### src/rtl/stopwatch_pkg.sv
`default_nettype none
// ============================================================================
//  Module      : stopwatch_pkg
//  Description : Shared definitions for the stopwatch control and counter
//                stages: FSM state encodings, default timing constants,
//                pushbutton index assignments and a width helper.
//  Revision    : 1.0 - initial release
// ============================================================================
package stopwatch_pkg;

    // Default timing configuration
    localparam int unsigned CLK_HZ_DEF      = 50_000_000;
    localparam int unsigned TICK_HZ_DEF     = 100;
    localparam int unsigned DEBOUNCE_MS_DEF = 10;

    // Pushbutton indices into KEY[2:0]
    localparam int unsigned KEY_CLEAR = 0;
    localparam int unsigned KEY_START = 1;
    localparam int unsigned KEY_LAP   = 2;

    // FSM state encodings
    typedef logic [1:0] state_t;
    localparam state_t ST_IDLE  = 2'd0;
    localparam state_t ST_RUN   = 2'd1;
    localparam state_t ST_PAUSE = 2'd2;

    // Counter width able to hold 0..n-1, never narrower than one bit
    function automatic int unsigned cnt_width(input int unsigned n);
        return (n > 1) ? $clog2(n) : 1;
    endfunction

endpackage : stopwatch_pkg
`default_nettype wire

### src/rtl/stopwatch_ctrl_key_debounce.sv
`default_nettype none
// ============================================================================
//  Module      : key_debounce
//  Description : One pushbutton front end: 2-flop synchroniser on the
//                inverted (active-low) key, debounce counter with a DB-cycle
//                stability window, and a one-cycle press pulse on each
//                debounced press. Releases produce no pulse.
//  Ports       : CLOCK_50  in  system clock
//                reset     in  synchronous active-high reset
//                key_n_i   in  raw active-low key
//                press_o   out one-cycle pulse per debounced press
//  Revision    : 1.0 - initial release
// ============================================================================
module key_debounce
    import stopwatch_pkg::*;
#(
    parameter int unsigned DB = 4
) (
    input  logic CLOCK_50,
    input  logic reset,
    input  logic key_n_i,
    output logic press_o
);

    localparam int unsigned   CW       = cnt_width(DB);
    localparam logic [CW-1:0] CNT_LAST = CW'(DB - 1);

    logic          sync1_q;
    logic          s_q;
    logic          deb_q;
    logic          deb_dly_q;
    logic [CW-1:0] cnt_q;

    always_ff @(posedge CLOCK_50) begin
        if (reset) begin
            sync1_q   <= 1'b0;
            s_q       <= 1'b0;
            deb_q     <= 1'b0;
            deb_dly_q <= 1'b0;
            cnt_q     <= '0;
        end else begin
            sync1_q   <= ~key_n_i;
            s_q       <= sync1_q;
            deb_dly_q <= deb_q;
            // Any return to agreement restarts the window, so bounces
            // shorter than DB cycles never reach the accept point.
            if (s_q != deb_q) begin
                if (cnt_q == CNT_LAST) begin
                    deb_q <= s_q;
                    cnt_q <= '0;
                end else begin
                    cnt_q <= cnt_q + 1'b1;
                end
            end else begin
                cnt_q <= '0;
            end
        end
    end

    assign press_o = deb_q & ~deb_dly_q;

endmodule : key_debounce
`default_nettype wire

### src/rtl/stopwatch_ctrl.sv
`default_nettype none
// ============================================================================
//  Module      : stopwatch_ctrl
//  Description : Stopwatch front-end control. Debounces the three keys,
//                runs the IDLE/RUN/PAUSE FSM, generates the free-running
//                timebase tick and drives count enable / clear to the counter
//                stage. Lap logic is built only when STOPWATCH_LAP_EN is
//                defined; otherwise KEY[2] is ignored and lap_hold is 0.
//  Ports       : CLOCK_50  in  system clock
//                reset     in  synchronous active-high reset
//                KEY[2:0]  in  raw active-low keys (0 clear, 1 start, 2 lap)
//                tick      out one-cycle pulse every CLK_HZ/TICK_HZ cycles
//                count_en  out tick qualified by RUN
//                clear     out one-cycle counter clear pulse
//                running   out high in RUN
//                lap_hold  out display freeze request
//                state[1:0]out FSM state (0 IDLE, 1 RUN, 2 PAUSE)
//  Revision    : 1.0 - initial release
// ============================================================================
module stopwatch_ctrl
    import stopwatch_pkg::*;
#(
    parameter int unsigned CLK_HZ      = CLK_HZ_DEF,
    parameter int unsigned TICK_HZ     = TICK_HZ_DEF,
    parameter int unsigned DEBOUNCE_MS = DEBOUNCE_MS_DEF
) (
    input  logic       CLOCK_50,
    input  logic       reset,
    input  logic [2:0] KEY,
    output logic       tick,
    output logic       count_en,
    output logic       clear,
    output logic       running,
    output logic       lap_hold,
    output logic [1:0] state
);

    localparam int unsigned   DIV      = CLK_HZ / TICK_HZ;
    localparam int unsigned   DB       = (CLK_HZ / 1000) * DEBOUNCE_MS;
    localparam int unsigned   DW       = cnt_width(DIV);
    localparam logic [DW-1:0] DIV_LAST = DW'(DIV - 1);

    logic          w_press_clr;
    logic          w_press_start;
    logic          w_press_lap;
    logic          w_lap_hold;
    logic [DW-1:0] div_q, div_d;
    state_t        state_q, state_d;
    logic          clear_q, clear_d;

    // ---------------------------------------------------------------- keys
    key_debounce #(.DB(DB)) u_db_clear (
        .CLOCK_50 (CLOCK_50),
        .reset    (reset),
        .key_n_i  (KEY[KEY_CLEAR]),
        .press_o  (w_press_clr)
    );

    key_debounce #(.DB(DB)) u_db_start (
        .CLOCK_50 (CLOCK_50),
        .reset    (reset),
        .key_n_i  (KEY[KEY_START]),
        .press_o  (w_press_start)
    );

`ifdef STOPWATCH_LAP_EN
    logic lap_q, lap_d;

    key_debounce #(.DB(DB)) u_db_lap (
        .CLOCK_50 (CLOCK_50),
        .reset    (reset),
        .key_n_i  (KEY[KEY_LAP]),
        .press_o  (w_press_lap)
    );

    // Lap only reacts when neither clear nor start/stop is pressed.
    always_comb begin
        lap_d = lap_q;
        if (w_press_clr) begin
            lap_d = 1'b0;
        end else if (!w_press_start && w_press_lap) begin
            if (state_q == ST_RUN) begin
                lap_d = ~lap_q;
            end else if (state_q == ST_PAUSE) begin
                lap_d = 1'b0;
            end
        end
    end

    always_ff @(posedge CLOCK_50) begin
        if (reset) begin
            lap_q <= 1'b0;
        end else begin
            lap_q <= lap_d;
        end
    end

    assign w_lap_hold = lap_q;
`else
    logic w_key_lap_unused;

    assign w_key_lap_unused = KEY[KEY_LAP];
    assign w_press_lap      = 1'b0;
    assign w_lap_hold       = 1'b0;
`endif

    // ------------------------------------------------------------ timebase
    // Restart on the registered clear so the first tick after a clear is a
    // full DIV cycles after the clear pulse.
    always_comb begin
        div_d = div_q + 1'b1;
        if (clear_q || (div_q == DIV_LAST)) begin
            div_d = '0;
        end
    end

    always_ff @(posedge CLOCK_50) begin
        if (reset) begin
            div_q <= '0;
        end else begin
            div_q <= div_d;
        end
    end

    assign tick = (div_q == DIV_LAST);

    // ----------------------------------------------------------------- FSM
    always_ff @(posedge CLOCK_50) begin
        if (reset) begin
            state_q <= ST_IDLE;
            clear_q <= 1'b0;
        end else begin
            state_q <= state_d;
            clear_q <= clear_d;
        end
    end

    always_comb begin
        state_d = state_q;
        clear_d = 1'b0;
        if (w_press_clr) begin
            state_d = ST_IDLE;
            clear_d = 1'b1;
        end else if (w_press_start) begin
            case (state_q)
                ST_IDLE:  state_d = ST_RUN;
                ST_RUN:   state_d = ST_PAUSE;
                ST_PAUSE: state_d = ST_RUN;
                default:  state_d = ST_IDLE;
            endcase
        end
    end

    always_comb begin
        running  = (state_q == ST_RUN);
        count_en = tick & (state_q == ST_RUN);
        clear    = clear_q;
        lap_hold = w_lap_hold;
        state    = state_q;
    end

endmodule : stopwatch_ctrl
`default_nettype wire

### config.mk
export PLATFORM = sky130hd
export DESIGN_NAME = stopwatch_ctrl
export DESIGN_NICKNAME = d
export VERILOG_FILES = /design/src/rtl/stopwatch_pkg.sv /design/src/rtl/stopwatch_ctrl_key_debounce.sv /design/src/rtl/stopwatch_ctrl.sv
export SDC_FILE = /design/constraint.sdc
export NUM_CORES = 1
export LEC_CHECK = 0
export ABC_CLOCK_PERIOD_IN_PS = 4300
export BUFFER_PORTS_ARGS = -buffer_cell sky130_fd_sc_hd__buf_2
export CAP_MARGIN = 25
export CORE_MARGIN = 2
export CORE_UTILIZATION = 55
export CTS_CLUSTER_DIAMETER = 50
export DETAILED_ROUTE_END_ITERATION = 7
export PLACE_DENSITY = 0.76
export SYNTH_ARGS = -nofsm -noshare
export SYNTH_HDL_FRONTEND = slang
export SYNTH_SLANG_ARGS = --single-unit
### constraint.sdc
create_clock -name CLOCK_50 -period 4.3 [get_ports CLOCK_50]
set_clock_uncertainty 0.15 [all_clocks]
set_input_delay 0.43 -clock CLOCK_50 [delete_from_list [all_inputs] [get_ports CLOCK_50]]
set_output_delay 0.43 -clock CLOCK_50 [all_outputs]
set_load 0.03 [all_outputs]
==> metrics.md, run 1 <==
| Metric | Value |
|---|---|
| HPWL reported at the end of detailed placement | 3.580 mm |
| Final Critical Period | 2699 ps |
| Final ANT Viol Nets | 0 |
| Clock Latency Late Sink | 340 ps |
| Main synth FF type | dfxtp_1 |
| Rel. slew slack | 0.4948 |
| Sequential area share after synthesis | 0.4492 |
| Unique masters post-synth | 44 |
| WL final | 5.091 mm |
| Setup WS post-layout | 1601 ps |
| CP endpoint kind | output pin |
| Vias per cell | 5.376 |
| Mapped Nets | 353 |
| Row Count | 27 |
| CP Max Fanout | 7 |
| Final Setup Violations | 0 |
| CP Class | reg -> out |
| CTS Buf Count | 9 |
| Post-layout util | 0.6252 |
| Slew @ Worst Pin | 757.6 ps |
| CP Data Required Time | 3720 ps |
| Htree depth | 3 |
| Detailed-route wire length per cell | 11.76 um |
| Layout cell share with drive strength beyond 1 | 0.09141 |
| Crit-path cells | ha_1 > and4_1 > nand2_1 > nor3_1 > and2_1 > buf_2 |
| VDD IR max | 0.0002772 V |
| Antenna cells | 0 |
| Max clock buf depth | 2 |
| Vias | 2328 |
| CTS resizes | 0 |
| Post-CTS Setup Bufs | 0 |
| Starting density of the core | 0.5606 |
| Area fraction of the dominant cell type after synthesis | 0.4492 |
| Core area | 0.005405 mm^2 |
| Highest-delay cell along the critical path | dfxtp_1 |
| CTS Sinks | 68 |
| Critical Path Start Type | register |
| Chip Width | 78.23 um |
| Fin. max-slew vios | 0 |
| DRT iter0 DRCs | 133 |
| First-pass GRT wire length | 8.811 mm |
| Synthesized flop and latch total | 68 |
| Worst endpoint data arrival time | 2120 ps |
| Largest net degree at the start of global routing | 20 |
| Register clock-pin slew on the reported worst setup and hold paths | 70 ps |
| Post-synth top cells | dfxtp_1 (68), nor2_1 (63), xnor2_1 (28) |
| Die area | 0.006120 mm^2 |
| DRT Pass-1 Iters | 4 |
| Port Buffers | 9 |
| CTS tree | done |
| Met3 Use GR | 0.06897 |
| IO Pins | 12 |
| Pwr/cell area | 395.8 mW/mm^2 |
| EDFF count, synth | 0 |
| Layer with the highest usage | met2 |
| Cell taking the most area after synthesis | dfxtp_1 |
| Overflow after GRT | 0 |
| M2 GR Usage | 0.3060 |
| Synth top area cells | dfxtp_1 (45%), xnor2_1 (8.1%), nor2_1 (7.8%), xor2_1 (4.6%), nand4_1 (4.1%) |
| HP Class | in -> reg |
| Tcrit/Tclk final | 0.6277 |
| Maximum clock frequency | 0.3705 GHz |
| Count leader, synth | dfxtp_1 |
| Synth Instances | 345 |
| Routing usage on met1 | 0.2059 |
| Unrepaired setup endpoints after global routing | no |
| Synth Area per Inst | 8.784 um^2 |
| Final nets | 364 |
| Setup TNS Final | 0 ps |
| Cell Area, Synth | 0.003030 mm^2 |
| Dpl ws | 1926 ps |
| Max-cap viol count | 0 |
| Routability-driven placement congestion ratio | 0.8439 |
| Number of global-route vias before repair | 2097 |
| Outcome | finished clean |
| Leak pwr | 1.073 nW |
| Initial antenna violation count | 0 |
| Hold WS | 103.4 ps |
| Die height | 78.23 um |
| Hold-fix buffers, CTS | 0 |
| DRC | 0 |
| GRT Util Overall | 0.1805 |
| Async SR Flop Fraction | 0 |
| Count of final hold-check violations | 0 |
| CP peak stage delay | 390 ps |
| Area grow syn2layout | 11.52% |
| YS warnings | 0 |
| Root buffer cell | clkbuf_8 |
-- cell type report --
class / instances / area [um^2]
Fill cell: 470 / 2026
Multi-Input combinational cell: 255 / 1567
Sequential cell: 68 / 1361
Clock inverter: 6 / 136.4
Clock buffer: 10 / 127.6
Tap cell: 72 / 90.09
Timing Repair Buffer: 10 / 52.55
Inverter: 12 / 45.04
-- layer usage --
layer  up-vias  routed length, um
li1       1215                  -
met1      1063               2361
met2        45               2458
met3         5                201
met4         0                 70
met5         -                  0
-- power by group --
part	total (mW)	internal, mW	leakage [nW]	switching, mW
sequential	0.638	0.634	0.549	0.00381
combinational	0.0192	0.00675	0.397	0.0125
clock	0.681	0.445	0.127	0.236
total	1.34	1.09	1.07	0.252
-- cells by family (layout without fill, tap and decap cells) --
| logic type | count (synthesis) | count (layout) | share of synthesized area |
|---|---|---|---|
| xor gates and xnor gates | 44 | 44 | 0.1272 |
| buffers and inverters | 22 | 38 | 0.03385 |
| AOI/OAI and AO/OA | 21 | 21 | 0.04583 |
| DFF | 68 | 68 | 0.4492 |
| and+or+nand+nor | 181 | 181 | 0.3134 |
| other | 1 | 1 | 0.001237 |
| muxes | 5 | 5 | 0.01693 |
| adders and majority gates | 3 | 3 | 0.01239 |
-- final timing paths --
| path | startpoint | endpoint | slack [ps] | cells past startpoint |
|---|---|---|---|---|
| worst min register to register | u_db_clear.deb_dly_q | clear | 270 | 1 |
| worst min-delay path | KEY[1] | u_db_start.sync1_q | 100 | 2 |
| worst max register to register | div_q[0] | div_q[13] | 2050 | 5 |
| worst max-delay path | div_q[0] | count_en | 1600 | 6 |
-- metrics by stage --
step / total power [mW] / area (um^2) / instances
2_1_floorplan: 0.6678 / 3030 / 345
3_3_place_gp: 0.6709 / 3108 / 416
3_5_place_dp: 0.6717 / 3108 / 416
4_1_cts: 1.356 / 3372 / 432
5_1_grt: 1.379 / 3379 / 433
6_report: 1.338 / 3379 / 433
-- registers in the layout (all words and copies together), names as in the netlist, 2 cells and up --
name and cells:
div_q 19, u_db_clear.cnt_q 19, u_db_start.cnt_q 19, state 2
-- critical path, delay by kind of cell (launching register included) --
| kind | cells | cell delay [ps] |
|---|---|---|
| and+or+nand+nor | 4 | 980 |
| DFF | 1 | 390 |
| adders and majority gates | 1 | 220 |
| buffers and inverters | 1 | 180 |
-- cells in the final DEF (no fill, tap or decap), types with 6 or more instances in the layout --
cell,count
dfxtp_1,68
nor2_1,63
xnor2_1,28
nand3_1,21
nand4_1,20
nand2_1,17
xor2_1,16
nor3_1,12
inv_1,12
nor4_1,10
a21oi_1,10
clkbuf_8,9
buf_2,9
nor2b_1,6
No activity file was read; power rests on OpenSTA's default activity.
==> run 2, diff against run 1 <==
--- a/config.mk
+++ b/config.mk
@@ -5,14 +5,15 @@
 export SDC_FILE = /design/constraint.sdc
 export NUM_CORES = 1
 export LEC_CHECK = 0
-export ABC_CLOCK_PERIOD_IN_PS = 4300
+export ABC_AREA = 1
+export ABC_CLOCK_PERIOD_IN_PS = 2300
 export BUFFER_PORTS_ARGS = -buffer_cell sky130_fd_sc_hd__buf_2
 export CAP_MARGIN = 25
 export CORE_MARGIN = 2
 export CORE_UTILIZATION = 55
 export CTS_CLUSTER_DIAMETER = 50
 export DETAILED_ROUTE_END_ITERATION = 7
-export PLACE_DENSITY = 0.76
+export PLACE_DENSITY = 0.79
 export SYNTH_ARGS = -nofsm -noshare
 export SYNTH_HDL_FRONTEND = slang
 export SYNTH_SLANG_ARGS = --single-unit
==> constraint.sdc (replaced) <==
create_clock -name CLOCK_50 -period 2.3 [get_ports CLOCK_50]
set_clock_uncertainty 0.15 [all_clocks]
set_input_delay 0.23 -clock CLOCK_50 [delete_from_list [all_inputs] [get_ports CLOCK_50]]
set_output_delay 0.23 -clock CLOCK_50 [all_outputs]
set_load 0.03 [all_outputs]
==> run 2 against run 1 <==
Net effect:
- hold slack better by 170 ps
- count of clock-buffer cells in the layout stayed put
- critical path depth stayed put
- routed wire length is 31% higher
- utilization is 0.22 points higher
- global-route usage is 4.0 points higher
- combinational power is 140% higher
- flip-flop and latch count stayed put
- via count is 29% higher
- setup slack worse by 1400 ps
- die area is 10% higher
- area after synthesis is 11% higher
- largest power group is now sequential cells
==> metrics.md, run 2 <==
| Metric | Value |
|---|---|
| Commonest non-fill, non-tap cells in the layout | nand2_1 (134), nor2_1 (131), dfxtp_1 (67) |
| Highest-delay cell along the critical path | dfxtp_1 |
| GRT Util Overall | 0.2207 |
| Unrepaired setup endpoints after global routing | no |
| Maximum clock frequency | 0.4792 GHz |
| First-pass GRT wire length | 11.37 mm |
| DRT iter0 DRCs | 159 |
| Mapped Nets | 521 |
| Main synth FF type | dfxtp_1 |
| Register clock-pin slew on the reported worst setup and hold paths | 80 ps |
| Count of final hold-check violations | 0 |
| Count leader, synth | nand2_1 |
| Pwr/cell area | 610.0 mW/mm^2 |
| DP Cell Count | 592 |
| Core area | 0.005921 mm^2 |
| Crit-path cells | ha_4 > inv_1 > nor2_4 > nand3_1 > nor3_1 > clkbuf_4 |
| CP Class | reg -> out |
| Number of global-route vias before repair | 2805 |
| CP endpoint kind | output pin |
| Sequential area share after synthesis | 0.4064 |
| CP Max Fanout | 5 |
| Post-layout util | 0.6274 |
| Top Metal Used | met4 |
| Final ANT Viol Nets | 0 |
| Row Count | 28 |
| Root buffer cell | clkbuf_8 |
| Fill cells | 555 |
| EDFF count, synth | 0 |
| Fin. max-slew vios | 0 |
| Routed wl met3 | 223 um |
| Unique masters post-synth | 25 |
| DRT Pass-1 Iters | 4 |
| Critical Path Start Type | register |
| Met1 WL | 3.022 mm |
| Starting density of the core | 0.5657 |
| Antenna cells | 0 |
| Cell Area, Synth | 0.003349 mm^2 |
| Die area | 0.006731 mm^2 |
| Post-synth top cells | nand2_1 (134), nor2_1 (131), dfxtp_1 (68) |
| Clock Latency Late Sink | 360 ps |
| HPWL reported at the end of detailed placement | 4.860 mm |
| Cell family with most CP delay | simple AND/OR/NAND/NOR gates |
| Htree depth | 3 |
| Final nets | 540 |
| Area fraction of the dominant cell type after synthesis | 0.4064 |
| Final Critical Period | 2087 ps |
| Outcome | finished clean |
| Synth top area cells | dfxtp_1 (41%), nand2_1 (15%), nor2_1 (15%), inv_1 (6.6%), nand3_1 (5.2%) |
| Synthesized flop and latch total | 68 |
| Port Buffers | 9 |
| HP Class | reg -> reg |
| Layout cell share with drive strength beyond 1 | 0.07635 |
| Final Setup Violations | 0 |
| Leak pwr | 1.280 nW |
| Synth Area per Inst | 6.529 um^2 |
| Max clock buf depth | 2 |
| Die height | 82.04 um |
| WL final | 6.674 mm |
| Area grow syn2layout | 10.91% |
| Largest net degree at the start of global routing | 19 |
| Chip Width | 82.04 um |
| Fin cells | 612 |
| DRC | 0 |
| IO Pins | 12 |
| Worst endpoint data arrival time | 1710 ps |
| Detailed-route wire length per cell | 10.91 um |
| Overflow after GRT | 0 |
| Power, Total | 2.266 mW |
| WL met2 | 3.300 mm |
| WP buf/inv | 2 |
| Routability-driven placement congestion ratio | 0.9080 |
| Commonest non-fill, non-tap cell in the layout | nand2_1 |
| Max-cap viol count | 0 |
| CP Data Required Time | 1920 ps |
| VDD IR max | 0.0005379 V |
| CTS Sinks | 68 |
| Async SR Flop Fraction | 0 |
| CTS tree | done |
| Vias | 3011 |
| Tcrit/Tclk final | 0.9074 |
| CP peak stage delay | 400 ps |
| CTS Buf Count | 9 |
| Cell taking the most area after synthesis | dfxtp_1 |
| Initial antenna violation count | 0 |
| Setup TNS Final | 0 ps |
| Vias per cell | 4.920 |
| Biggest regs | div_q: 19 flops, u_db_clear.cnt_q: 19 flops, u_db_start.cnt_q: 19 flops |
| YS warnings | 0 |
| Synth Instances | 513 |
run 2: cell count changes after synthesis, sizes merged, moves of 12 or more:
| cell | before | now |
|---|---|---|
| nand2 | 17 | 138 |
| xnor2 | 28 | 6 |
| nand3 | 21 | 35 |
| nor2 | 63 | 134 |
| nand4 | 21 | 3 |
| nor4 | 12 | 0 |
| inv | 12 | 61 |
run 2: worst paths after layout:
path / slack (ps) / endpoint / from / depth (start not counted)
worst min-delay path: 270 / u_db_clear.s_q / u_db_clear.sync1_q / 2
worst min register to register: 270 / u_db_clear.s_q / u_db_clear.sync1_q / 2
worst max-delay path: 210 / count_en / div_q[1] / 6
worst max register to register: 460 / u_db_start.cnt_q[15] / u_db_start.cnt_q[0] / 8
run 2: logic make-up (layout without fill, tap and decap cells):
family	Yosys count	in the layout	share of synthesized area
AOI/OAI and AO/OA	29	29	0.04408
xor gates and xnor gates	25	25	0.06537
adders and majority gates	3	3	0.01121
buffers and inverters	66	90	0.07994
DFF	68	68	0.4064
other	1	1	0.001120
and+or+nand+nor	321	321	0.3919
run 2: layout make-up:
class | count | area (um^2) | share of cell area
multi-input combinational | 379 | 1733 | 0.4665
clock inverter | 6 | 71.32 | 0.01920
clock buffer | 10 | 137.6 | 0.03705
tap | 75 | 93.84 | 0.02526
timing repair buffer | 13 | 87.58 | 0.02358
inverter | 61 | 229.0 | 0.06164
sequential | 68 | 1363 | 0.3668
run 2: metrics by stage:
step | hold slack (ps) | worst slack, ps | cell area (um^2)
finish | 269.8 | 213.0 | 3715
global route | 297.9 | 20.66 | 3715
CTS | 276.6 | 52.15 | 3699
detailed placement | 232.4 | 403.9 | 3450
global placement | 232.3 | 463.9 | 3450
floorplan | 146.7 | 290.0 | 3349
run 2: report_power, final:
part,switching (mW),leakage [nW],internal (mW)
clock,0.488,0.0995,0.539
sequential,0.00864,0.549,1.19
combinational,0.0283,0.631,0.0172
run 2: tightest hold or removal path: cells and delay by family (launching register included):
kind          cells  cell delay (ps)
flops             1              310
buf+inv           1               50
simple gates      1               30
run 2: per-layer routing:
layer	up-vias	global-route usage
met3	13	0.06154
met2	41	0.3894
met5	-	0
li1	1605	-
met4	0	0.09500
met1	1352	0.2473
run 2: repair_timing:
action / CTS / global route
endpoints found under the hold margin: 4 / 0
hold buffers: 4 / 0
setup buffers: 0 / 0
setup endpoints to repair: 0 / 1
gates resized for setup: 0 / 4
